$ cat src/rtl/alu_seq_ctrl_pkg.sv
// Shared definitions for the ALU command sequencer: width default, op codes, FSM states.
package alu_seq_ctrl_pkg;

    localparam int unsigned N_DEF = 4;
    localparam int unsigned OP_W  = 3;

    localparam logic [OP_W-1:0] OP_ADD = 3'b000;
    localparam logic [OP_W-1:0] OP_SUB = 3'b001;
    localparam logic [OP_W-1:0] OP_AND = 3'b010;
    localparam logic [OP_W-1:0] OP_MUL = 3'b011;
    localparam logic [OP_W-1:0] OP_DIV = 3'b100;

    typedef enum logic [2:0] {
        S_IDLE,
        S_EXEC,
        S_MUL_ADD,
        S_MUL_SHIFT,
        S_DIV_SHIFT,
        S_DIV_SUB,
        S_DONE
    } state_t;

    // True when the op code selects a supported operation.
    function automatic logic op_legal(input logic [OP_W-1:0] op);
        return (op <= OP_DIV);
    endfunction

endpackage

$ cat src/rtl/alu_seq_regs.sv
// AH/AL/BREG operand registers plus the extension bit, with load and shift controls.
module alu_seq_regs #(
    parameter int unsigned N = 4
) (
    input  logic         clk,
    input  logic         clr,
    input  logic         i_load,
    input  logic [N-1:0] i_ah_ld,
    input  logic [N-1:0] i_al_ld,
    input  logic [N-1:0] i_breg_ld,
    input  logic         i_shl,
    input  logic         i_shr,
    input  logic         i_ah_we,
    input  logic [N-1:0] i_ah_d,
    input  logic         i_ext_we,
    input  logic         i_ext_d,
    input  logic         i_q_set,
    output logic [N-1:0] o_ah,
    output logic [N-1:0] o_al,
    output logic [N-1:0] o_breg,
    output logic         o_ext
);

    logic [N-1:0] r_ah;
    logic [N-1:0] r_al;
    logic [N-1:0] r_breg;
    logic         r_ext;

    // Load has priority over shifts; single-field writes apply only when not shifting.
    always_ff @(posedge clk or posedge clr) begin
        if (clr) begin
            r_ah   <= '0;
            r_al   <= '0;
            r_breg <= '0;
            r_ext  <= 1'b0;
        end else if (i_load) begin
            r_ah   <= i_ah_ld;
            r_al   <= i_al_ld;
            r_breg <= i_breg_ld;
            r_ext  <= 1'b0;
        end else if (i_shl) begin
            {r_ext, r_ah, r_al} <= {r_ah, r_al, 1'b0};
        end else if (i_shr) begin
            {r_ext, r_ah, r_al} <= {1'b0, r_ext, r_ah, r_al[N-1:1]};
        end else begin
            if (i_ah_we)  r_ah   <= i_ah_d;
            if (i_ext_we) r_ext  <= i_ext_d;
            if (i_q_set)  r_al[0] <= 1'b1;
        end
    end

    assign o_ah   = r_ah;
    assign o_al   = r_al;
    assign o_breg = r_breg;
    assign o_ext  = r_ext;

endmodule

$ cat src/rtl/alu_seq_ctrl.sv
// Command sequencer driving the external ALU: single-cycle ADD/SUB/AND,
// shift-add multiply and restoring divide over the AH/AL/BREG registers.
module alu_seq_ctrl
    import alu_seq_ctrl_pkg::*;
#(
    parameter int unsigned N = N_DEF
) (
    input  logic            clk,
    input  logic            clr,
    input  logic            start,
    input  logic [OP_W-1:0] op,
    input  logic [N-1:0]    a_in,
    input  logic [N-1:0]    b_in,
    output logic            busy,
    output logic            done,
    output logic            err,
    output logic [N-1:0]    res_hi,
    output logic [N-1:0]    res_lo,
    output logic [N-1:0]    ah_out,
    output logic [N-1:0]    breg_out,
    output logic            alu_add,
    output logic            alu_sub,
    output logic            alu_and,
    output logic            alu_mul,
    output logic            alu_div,
    output logic            al_lsb,
    input  logic [N-1:0]    alu_res,
    input  logic            fa_cout
);

    localparam int unsigned CNT_W = $clog2(N + 1);
    localparam logic [CNT_W-1:0] CNT_INIT = CNT_W'(N);
    localparam logic [CNT_W-1:0] CNT_LAST = CNT_W'(1);

    state_t          r_state;
    state_t          w_next;
    logic [OP_W-1:0] r_op;
    logic [CNT_W-1:0] r_cnt;
    logic            r_busy;
    logic            r_done;
    logic            r_err;
    logic [N-1:0]    r_res_hi;
    logic [N-1:0]    r_res_lo;

    logic [N-1:0]    w_ah;
    logic [N-1:0]    w_al;
    logic [N-1:0]    w_breg;
    logic            w_ext;
    logic [N-1:0]    w_ah_shr;
    logic [N-1:0]    w_al_shr;

    logic            w_load;
    logic [N-1:0]    w_ah_ld;
    logic [N-1:0]    w_al_ld;
    logic [N-1:0]    w_breg_ld;
    logic            w_shl;
    logic            w_shr;
    logic            w_ah_we;
    logic            w_ext_we;
    logic            w_ext_d;
    logic            w_q_set;
    logic            w_op_we;
    logic            w_cnt_ld;
    logic            w_cnt_dec;
    logic            w_res_we;
    logic [N-1:0]    w_res_hi_d;
    logic [N-1:0]    w_res_lo_d;
    logic            w_err_we;
    logic            w_err_d;
    logic            w_hi_bit;
    logic            w_sub_ok;

    alu_seq_regs #(.N(N)) u_regs (
        .clk       (clk),
        .clr       (clr),
        .i_load    (w_load),
        .i_ah_ld   (w_ah_ld),
        .i_al_ld   (w_al_ld),
        .i_breg_ld (w_breg_ld),
        .i_shl     (w_shl),
        .i_shr     (w_shr),
        .i_ah_we   (w_ah_we),
        .i_ah_d    (alu_res),
        .i_ext_we  (w_ext_we),
        .i_ext_d   (w_ext_d),
        .i_q_set   (w_q_set),
        .o_ah      (w_ah),
        .o_al      (w_al),
        .o_breg    (w_breg),
        .o_ext     (w_ext)
    );

    // Post-shift view of {ext,AH,AL} so the final multiply step can publish it directly.
    assign w_ah_shr = {w_ext, w_ah[N-1:1]};
    assign w_al_shr = {w_ah[0], w_al[N-1:1]};
    // Subtract succeeds when the shifted-out bit is set or the ALU reports no borrow.
    assign w_sub_ok = w_ext | fa_cout;

    // State register.
    always_ff @(posedge clk or posedge clr) begin
        if (clr) r_state <= S_IDLE;
        else     r_state <= w_next;
    end

    // Next-state, ALU control decode and datapath strobes.
    always_comb begin
        w_next     = r_state;
        w_load     = 1'b0;
        w_ah_ld    = '0;
        w_al_ld    = '0;
        w_breg_ld  = b_in;
        w_shl      = 1'b0;
        w_shr      = 1'b0;
        w_ah_we    = 1'b0;
        w_ext_we   = 1'b0;
        w_ext_d    = 1'b0;
        w_q_set    = 1'b0;
        w_op_we    = 1'b0;
        w_cnt_ld   = 1'b0;
        w_cnt_dec  = 1'b0;
        w_res_we   = 1'b0;
        w_res_hi_d = '0;
        w_res_lo_d = '0;
        w_err_we   = 1'b0;
        w_err_d    = 1'b0;
        w_hi_bit   = 1'b0;
        alu_add    = 1'b0;
        alu_sub    = 1'b0;
        alu_and    = 1'b0;
        alu_mul    = 1'b0;
        alu_div    = 1'b0;
        al_lsb     = 1'b0;

        case (r_state)
            S_IDLE: begin
                if (start) begin
                    w_op_we  = 1'b1;
                    w_cnt_ld = 1'b1;
                    w_err_we = 1'b1;
                    if (!op_legal(op)) begin
                        w_err_d = 1'b1;
                        w_next  = S_DONE;
                    end else if ((op == OP_DIV) && (b_in == '0)) begin
                        w_err_d    = 1'b1;
                        w_res_we   = 1'b1;
                        w_res_hi_d = a_in;
                        w_res_lo_d = '1;
                        w_next     = S_DONE;
                    end else if ((op == OP_MUL) || (op == OP_DIV)) begin
                        w_load  = 1'b1;
                        w_al_ld = a_in;
                        w_next  = (op == OP_MUL) ? S_MUL_ADD : S_DIV_SHIFT;
                    end else begin
                        w_load  = 1'b1;
                        w_ah_ld = a_in;
                        w_next  = S_EXEC;
                    end
                end
            end
            S_EXEC: begin
                case (r_op)
                    OP_ADD: begin
                        alu_add  = 1'b1;
                        w_hi_bit = fa_cout;
                    end
                    OP_SUB: begin
                        alu_sub  = 1'b1;
                        w_hi_bit = !fa_cout;
                    end
                    default: begin
                        alu_and  = 1'b1;
                    end
                endcase
                w_res_we   = 1'b1;
                w_res_lo_d = alu_res;
                w_res_hi_d = N'(w_hi_bit);
                w_next     = S_DONE;
            end
            S_MUL_ADD: begin
                alu_mul  = 1'b1;
                al_lsb   = w_al[0];
                w_ext_we = 1'b1;
                w_ext_d  = w_al[0] & fa_cout;
                w_ah_we  = w_al[0];
                w_next   = S_MUL_SHIFT;
            end
            S_MUL_SHIFT: begin
                w_shr     = 1'b1;
                w_cnt_dec = 1'b1;
                if (r_cnt == CNT_LAST) begin
                    w_res_we   = 1'b1;
                    w_res_hi_d = w_ah_shr;
                    w_res_lo_d = w_al_shr;
                    w_next     = S_DONE;
                end else begin
                    w_next     = S_MUL_ADD;
                end
            end
            S_DIV_SHIFT: begin
                w_shl  = 1'b1;
                w_next = S_DIV_SUB;
            end
            S_DIV_SUB: begin
                alu_div   = 1'b1;
                w_ah_we   = w_sub_ok;
                w_q_set   = w_sub_ok;
                w_cnt_dec = 1'b1;
                if (r_cnt == CNT_LAST) begin
                    w_res_we   = 1'b1;
                    w_res_hi_d = w_sub_ok ? alu_res : w_ah;
                    w_res_lo_d = w_sub_ok ? {w_al[N-1:1], 1'b1} : w_al;
                    w_next     = S_DONE;
                end else begin
                    w_next     = S_DIV_SHIFT;
                end
            end
            S_DONE: begin
                w_next = S_IDLE;
            end
            default: begin
                w_next = S_IDLE;
            end
        endcase
    end

    // Command, counter and registered status/result outputs.
    always_ff @(posedge clk or posedge clr) begin
        if (clr) begin
            r_op     <= OP_ADD;
            r_cnt    <= '0;
            r_busy   <= 1'b0;
            r_done   <= 1'b0;
            r_err    <= 1'b0;
            r_res_hi <= '0;
            r_res_lo <= '0;
        end else begin
            if (w_op_we)        r_op  <= op;
            if (w_cnt_ld)       r_cnt <= CNT_INIT;
            else if (w_cnt_dec) r_cnt <= r_cnt - CNT_LAST;
            r_busy <= (w_next != S_IDLE);
            r_done <= (w_next == S_DONE);
            if (w_err_we) r_err <= w_err_d;
            if (w_res_we) begin
                r_res_hi <= w_res_hi_d;
                r_res_lo <= w_res_lo_d;
            end
        end
    end

    assign busy     = r_busy;
    assign done     = r_done;
    assign err      = r_err;
    assign res_hi   = r_res_hi;
    assign res_lo   = r_res_lo;
    assign ah_out   = w_ah;
    assign breg_out = w_breg;

endmodule

$ cat config.mk
export PLATFORM = sky130hd
export DESIGN_NAME = alu_seq_ctrl
export DESIGN_NICKNAME = d
export VERILOG_FILES = /design/src/rtl/alu_seq_ctrl_pkg.sv /design/src/rtl/alu_seq_regs.sv /design/src/rtl/alu_seq_ctrl.sv
export SDC_FILE = /design/constraint.sdc
export NUM_CORES = 1
export LEC_CHECK = 0
export ABC_CLOCK_PERIOD_IN_PS = 2400
export CAP_MARGIN = 20
export CORE_MARGIN = 1.5
export CORE_UTILIZATION = 50
export DETAILED_ROUTE_END_ITERATION = 7
export PLACE_DENSITY = 0.86
export SLEW_MARGIN = 20
export SYNTH_ARGS = -nofsm -noshare
export SYNTH_HDL_FRONTEND = slang
export SYNTH_SLANG_ARGS = --single-unit
$ cat constraint.sdc
create_clock -name clk -period 2.4 [get_ports clk]
set_input_delay 0.36 -clock clk [delete_from_list [all_inputs] [get_ports clk]]
set_output_delay 0.36 -clock clk [all_outputs]
set_load 0.01 [all_outputs]
After elaboration in Yosys (flattened, before gate mapping)
Cells that the tools add are included.
{"block": "word_totals", "ff_bits": 33, "in_bits": 19, "romBits": 0, "elab_cells": 118, "mem_bits_rw": 0, "output_inout_bits": 25, "memories": 0, "latchBits": 0}
{"block": "classes", "n_eq_ne": 10, "addsub": 1, "n_reduce_logical": 14, "shift": 0, "multipliers": 0, "bitwise_logic": 2, "n_lt_le_gt_ge": 1, "n_mux": 77, "n_div": 0}
{"op": "$mux 4", "count": 27}
{"op": "$mux 1", "count": 34}
{"op": "$pmux 4 s4", "count": 2}
{"op": "$mux 3", "count": 9}
{"op": "$pmux 3 s6", "count": 1}
{"op": "$eq 3x3->1 const B", "count": 4}
{"op": "$reduce_bool 4->1", "count": 3}
{"op": "$eq 3x1->1 const B", "count": 3}
{"op": "$eq 3x2->1 const B", "count": 3}
{"op": "$logic_not 3->1", "count": 2}
{"op": "$reduce_bool 3->1", "count": 2}
{"op": "$logic_not 4->1", "count": 1}
{"op": "$pmux 1 s2", "count": 2}
{"op": "$reduce_or 2->1", "count": 2}
{"op": "$le 3x3->1 const B", "count": 1}
{"op": "$pmux 1 s3", "count": 1}
{"op": "$sub 3x1->3 const B", "count": 1}
{"op": "$mux 2", "count": 1}
{"op": "$reduce_bool 2->1", "count": 1}
{"op": "$and 1x1->1", "count": 1}
{"op": "$logic_and 1x1->1", "count": 1}
{"op": "$logic_not 1->1", "count": 1}
{"op": "$logic_or 1x1->1", "count": 1}
{"op": "$or 1x1->1", "count": 1}

Depth between registers and ports, before layout
{"block": "depth", "word_depth": 8, "mapped_depth": 7, "depth_no_buf": 6}

Cells and area by module
A second synthesis with hierarchy kept.
{"block": "unflattened", "hier_cells": 235, "area_unflattened_um2": 2072.0}
{"mod": "alu_seq_ctrl", "cells_each": 166, "area_each_um2": 1373.8, "n_inst": 1, "seq_area_each_um2": 500.5}
{"mod": "alu_seq_regs", "cells_each": 69, "area_each_um2": 698.2, "n_inst": 1, "seq_area_each_um2": 325.3}

Worst setup path after synthesis
Ideal clock, no wire load.
{"block": "synth_path", "kind": "flip-flop to output port", "from": "register r_state[1]", "to": "output port alu_add", "setup_slack_ns": 0.371, "n_path_buf": 4, "stages_incl_launch_ff": 8, "arrival_time_ns": 1.669, "required_ns": 2.040, "cell_sequence": "dfrtp_1 > buf_2 > clkbuf_1 > clkbuf_1 > clkbuf_1 > nor2_1 > nand2_1 > nor4_1"}
{"block": "synth_between", "elab_chain_cells": 2}
{"item": "start, declared", "line_no": "alu_seq_ctrl.sv:35", "rtl": "state_t r_state;"}
{"item": "start signal, assigned", "line_no": "alu_seq_ctrl.sv:102", "rtl": "else r_state <= w_next;"}
{"item": "$eq 3x1->1", "line_no": "alu_seq_ctrl.sv:134", "rtl": "case (r_state)"}
{"item": "$mux 1", "line_no": "alu_seq_ctrl.sv:134"}
{"item": "end, declared", "line_no": "alu_seq_ctrl.sv:21", "rtl": "output logic alu_add,"}
No other way between the ends.

Final worst setup path
Ends and elaborated chain as after synthesis.

==> results.json <==
{
  "status": "complete, no violations",
  "synthAdderAreaFrac_pct": 1.145,
  "grt_overflow": 0,
  "critPathLaunchType": "flop",
  "post_cts_buffers": 0,
  "criticalPathCategory": "flop to output pin",
  "grt_max_degree": 34,
  "placed_area_sq_um": 2766,
  "p_total_mw": 3.540,
  "ff2ff_setup_slack_ps": 310,
  "cts_buffers": 5,
  "achievable-frequency_mhz": 438.9,
  "final_antenna_net_count": 0,
  "relSlewSlack_pct": 59.64,
  "num_antenna_cells": 0,
  "synth.area.mux_share_pct": 5.384,
  "fin_area_sq_um": 2885,
  "grt_pass1_vias": 2238,
  "max-cap-violations": 0,
  "root_buffer": "clkbuf_8",
  "cts_tree": "yes",
  "syn_area_sq_um": 2185,
  "ys_async_sr_fraction_pct": 100.0,
  "row_count": 23,
  "yosys.area_share.simple_pct": 24.28,
  "drt-vias-per-instance": 6.303,
  "leakage_nw": 1.292,
  "ios": 44,
  "finalHoldViolations": 0,
  "synth_compound_gate_area_share_pct": 25.43,
  "critPathMaxFanout": 12,
  "fin_nets": 323,
  "fillers": 330,
  "gp_congestion": 0.9441,
  "clock-sinks": 33,
  "cp-end-kind": "output pin",
  "grtUsageTotal_pct": 26.95,
  "dpl.hpwl_um": 4544,
  "grt_antenna_before_repair": 0,
  "min_period_ps": 2278,
  "hold_slack_ps": 473.9,
  "port_buffers": 43,
  "dieArea_sq_um": 4775,
  "syn-num-nets": 269,
  "powerDensity_nw_per_um2": 1227,
  "synth_ff_type": "dfrtp_1",
  "fin_skew_ps": 8.915,
  "arrival_ps": 1920,
  "yosys.area.top_type_share_pct": 37.80,
  "start_util_pct": 53.46,
  "tightest_slew_ps": 600.9,
  "htreeDepth": 2,
  "synth_cell_types": 51,
  "synth_cells": 248,
  "synth_edf_count": 0,
  "cp.required_ps": 2040,
  "grt_first_pass_wirelength_um": 10580,
  "ys_warn_count": 0,
  "clkLatencyLatePin_ps": 290,
  "wl_per_cell_um": 17.61,
  "synth_largest_area_cell": "dfrtp_1",
  "synth_xor_area_share_pct": 0.4009,
  "finalSetupViolations": 0,
  "finalCritPeriodShare_pct": 94.92,
  "area_delta_synth_final_pct": 32.07,
  "route.detailed.drc": 0,
  "drv_slew": 0,
  "die_w_um": 69.10,
  "yosysSeqAreaShare_pct": 37.80,
  "cts_buffer_depth": 2,
  "drt_iter0_drc": 387,
  "dr_total_vias": 2225,
  "ys_ff_latch": 33,
  "wirelength_um": 6218,
  "synth_top_family_by_area": "compound AO/OA/AOI/OAI gates",
  "multi_input_area_sq_um": 1237,
  "ir_worst_vdd_uv": 638.7,
  "syn_area_per_cell_sq_um": 8.809,
  "first_pass_iters": 7,
  "synth.area.top_cells": "dfrtp_1, a21oi_1, a211o_1, nand2_1, o21ai_0",
  "die_h_um": 69.10,
  "seq_area_sq_um": 828.3,
  "drive_gt1_share_pct": 12.87,
  "path_clk_slew_ps": 80,
  "hold_class": "input port to asynchronous set/reset pin",
  "core_sq_um": 4086
}
-- worst max-delay path: stages, from the launching register on --
cell             delay [ps]
dfrtp_2                 490
nor2_1                  200
nand2_1                 110
nor4_1                  220
clkdlybuf4s50_1         600
-- path summary, 6_finish.rpt --
kind,startpoint,endpoint,cells past startpoint
max,r_state[1]$_DFF_PP0_,alu_add,4
min,clr,u_regs.o_al[3]$_DFFE_PP0P_,3
max reg2reg,r_cnt[0]$_DFFE_PP0P_,res_lo[0]$_DFFE_PP0P_,5
min reg2reg,u_regs.o_breg[3]$_DFFE_PP0P_,u_regs.o_breg[3]$_DFFE_PP0P_,2
max in group asynchronous,clr,r_state[1]$_DFF_PP0_,3
min in group clk,u_regs.o_breg[3]$_DFFE_PP0P_,u_regs.o_breg[3]$_DFFE_PP0P_,2
-- layout by cell type (no fill, tap or decap), types with 3 or more instances in the layout --
cell	n
o221ai_1	4
nand3_1	9
dfrtp_1	31
inv_1	11
and2_1	3
mux2i_1	5
o21bai_1	4
a32o_1	3
nand2_1	21
nor3_1	6
a31oi_1	5
clkbuf_8	6
a21oi_1	16
clkdlybuf4s50_1	43
a221o_1	3
nor2b_1	4
mux2_2	5
and3_1	6
nand2b_1	10
o22ai_1	3
or3_1	5
a211oi_1	3
a211o_1	9
nor2_1	14
o21ai_0	14
nor3b_1	5
buf_4	22
-- state kept, by name (all words and copies together) (netlist names) --
name	cells
res_hi	4
res_lo	4
u_regs.o_ah	4
u_regs.o_al	4
u_regs.o_breg	4
r_cnt	3
r_op	3
r_state	3
busy	1
done	1
err	1
u_regs.o_ext	1
-- layer usage --
metal	GRT usage [%]	up-vias	part of all wire [%]
met1	34.77	1048	42
li1	-	1028	-
met3	5.409	22	8.3
met5	0	-	0
met4	11.11	0	1.8
met2	44.12	127	48
-- Yosys cell counts, drive strengths merged (2+ instances only) --
cell    count
a211o       9
nand2b     10
and3b       2
dfrtp      33
and3        6
o221ai      4
nand2      21
nor3b       5
or3         5
a31oi       5
o21bai      4
a221oi      2
o21ai      14
mux2i       5
a32o        3
nor2b       4
o22ai       3
nor4        2
nor3        6
o211ai      2
nand3       9
a222oi      2
mux2        6
a211oi      3
a221o       3
clkbuf     12
a21o        2
buf         6
a21oi      16
inv        11
and2        3
ha          2
nor2       14
-- cells by family after synthesis --
| logic type | Yosys count |
|---|---|
| compound gates | 79 |
| xor+xnor | 1 |
| fa+ha+maj | 2 |
| buf+inv | 30 |
| flops | 33 |
| mux | 11 |
| simple gates | 92 |
-- final cells by class --
class | instances | area share (%)
Multi-Input combinational cell | 185 | 42.89
Sequential cell | 33 | 28.71
Timing Repair Buffer | 65 | 20.64
Clock buffer | 7 | 2.992
Tap cell | 50 | 2.168
Inverter | 12 | 1.561
Clock inverter | 1 | 1.041
-- where the power goes --
part / internal, mW / leakage, nW / switching, mW
clock network: 0.339 / 0.0585 / 0.213
registers: 0.818 / 0.403 / 0.304
logic: 0.949 / 0.830 / 0.918
-- through the flow --
stage | worst slack, ps | setup TNS (ps) | instances | util (%)
6_report | 121.8 | 0 | 353 | 70.61
5_1_grt | -7.151 | -7.151 | 353 | 70.61
4_1_cts | 59.69 | 0 | 353 | 70.55
3_5_place_dp | 61.71 | 0 | 345 | 67.70
3_3_place_gp | 97.43 | 0 | 345 | 67.70
2_1_floorplan | 370.7 | 0 | 248 | -
-- what timing repair did --
item	4_1_cts	5_1_grt
endpoints found under the setup margin	0	1
resized for setup	0	2
hold buffers	0	0
Note: power is estimated with default switching activity, not from simulation.
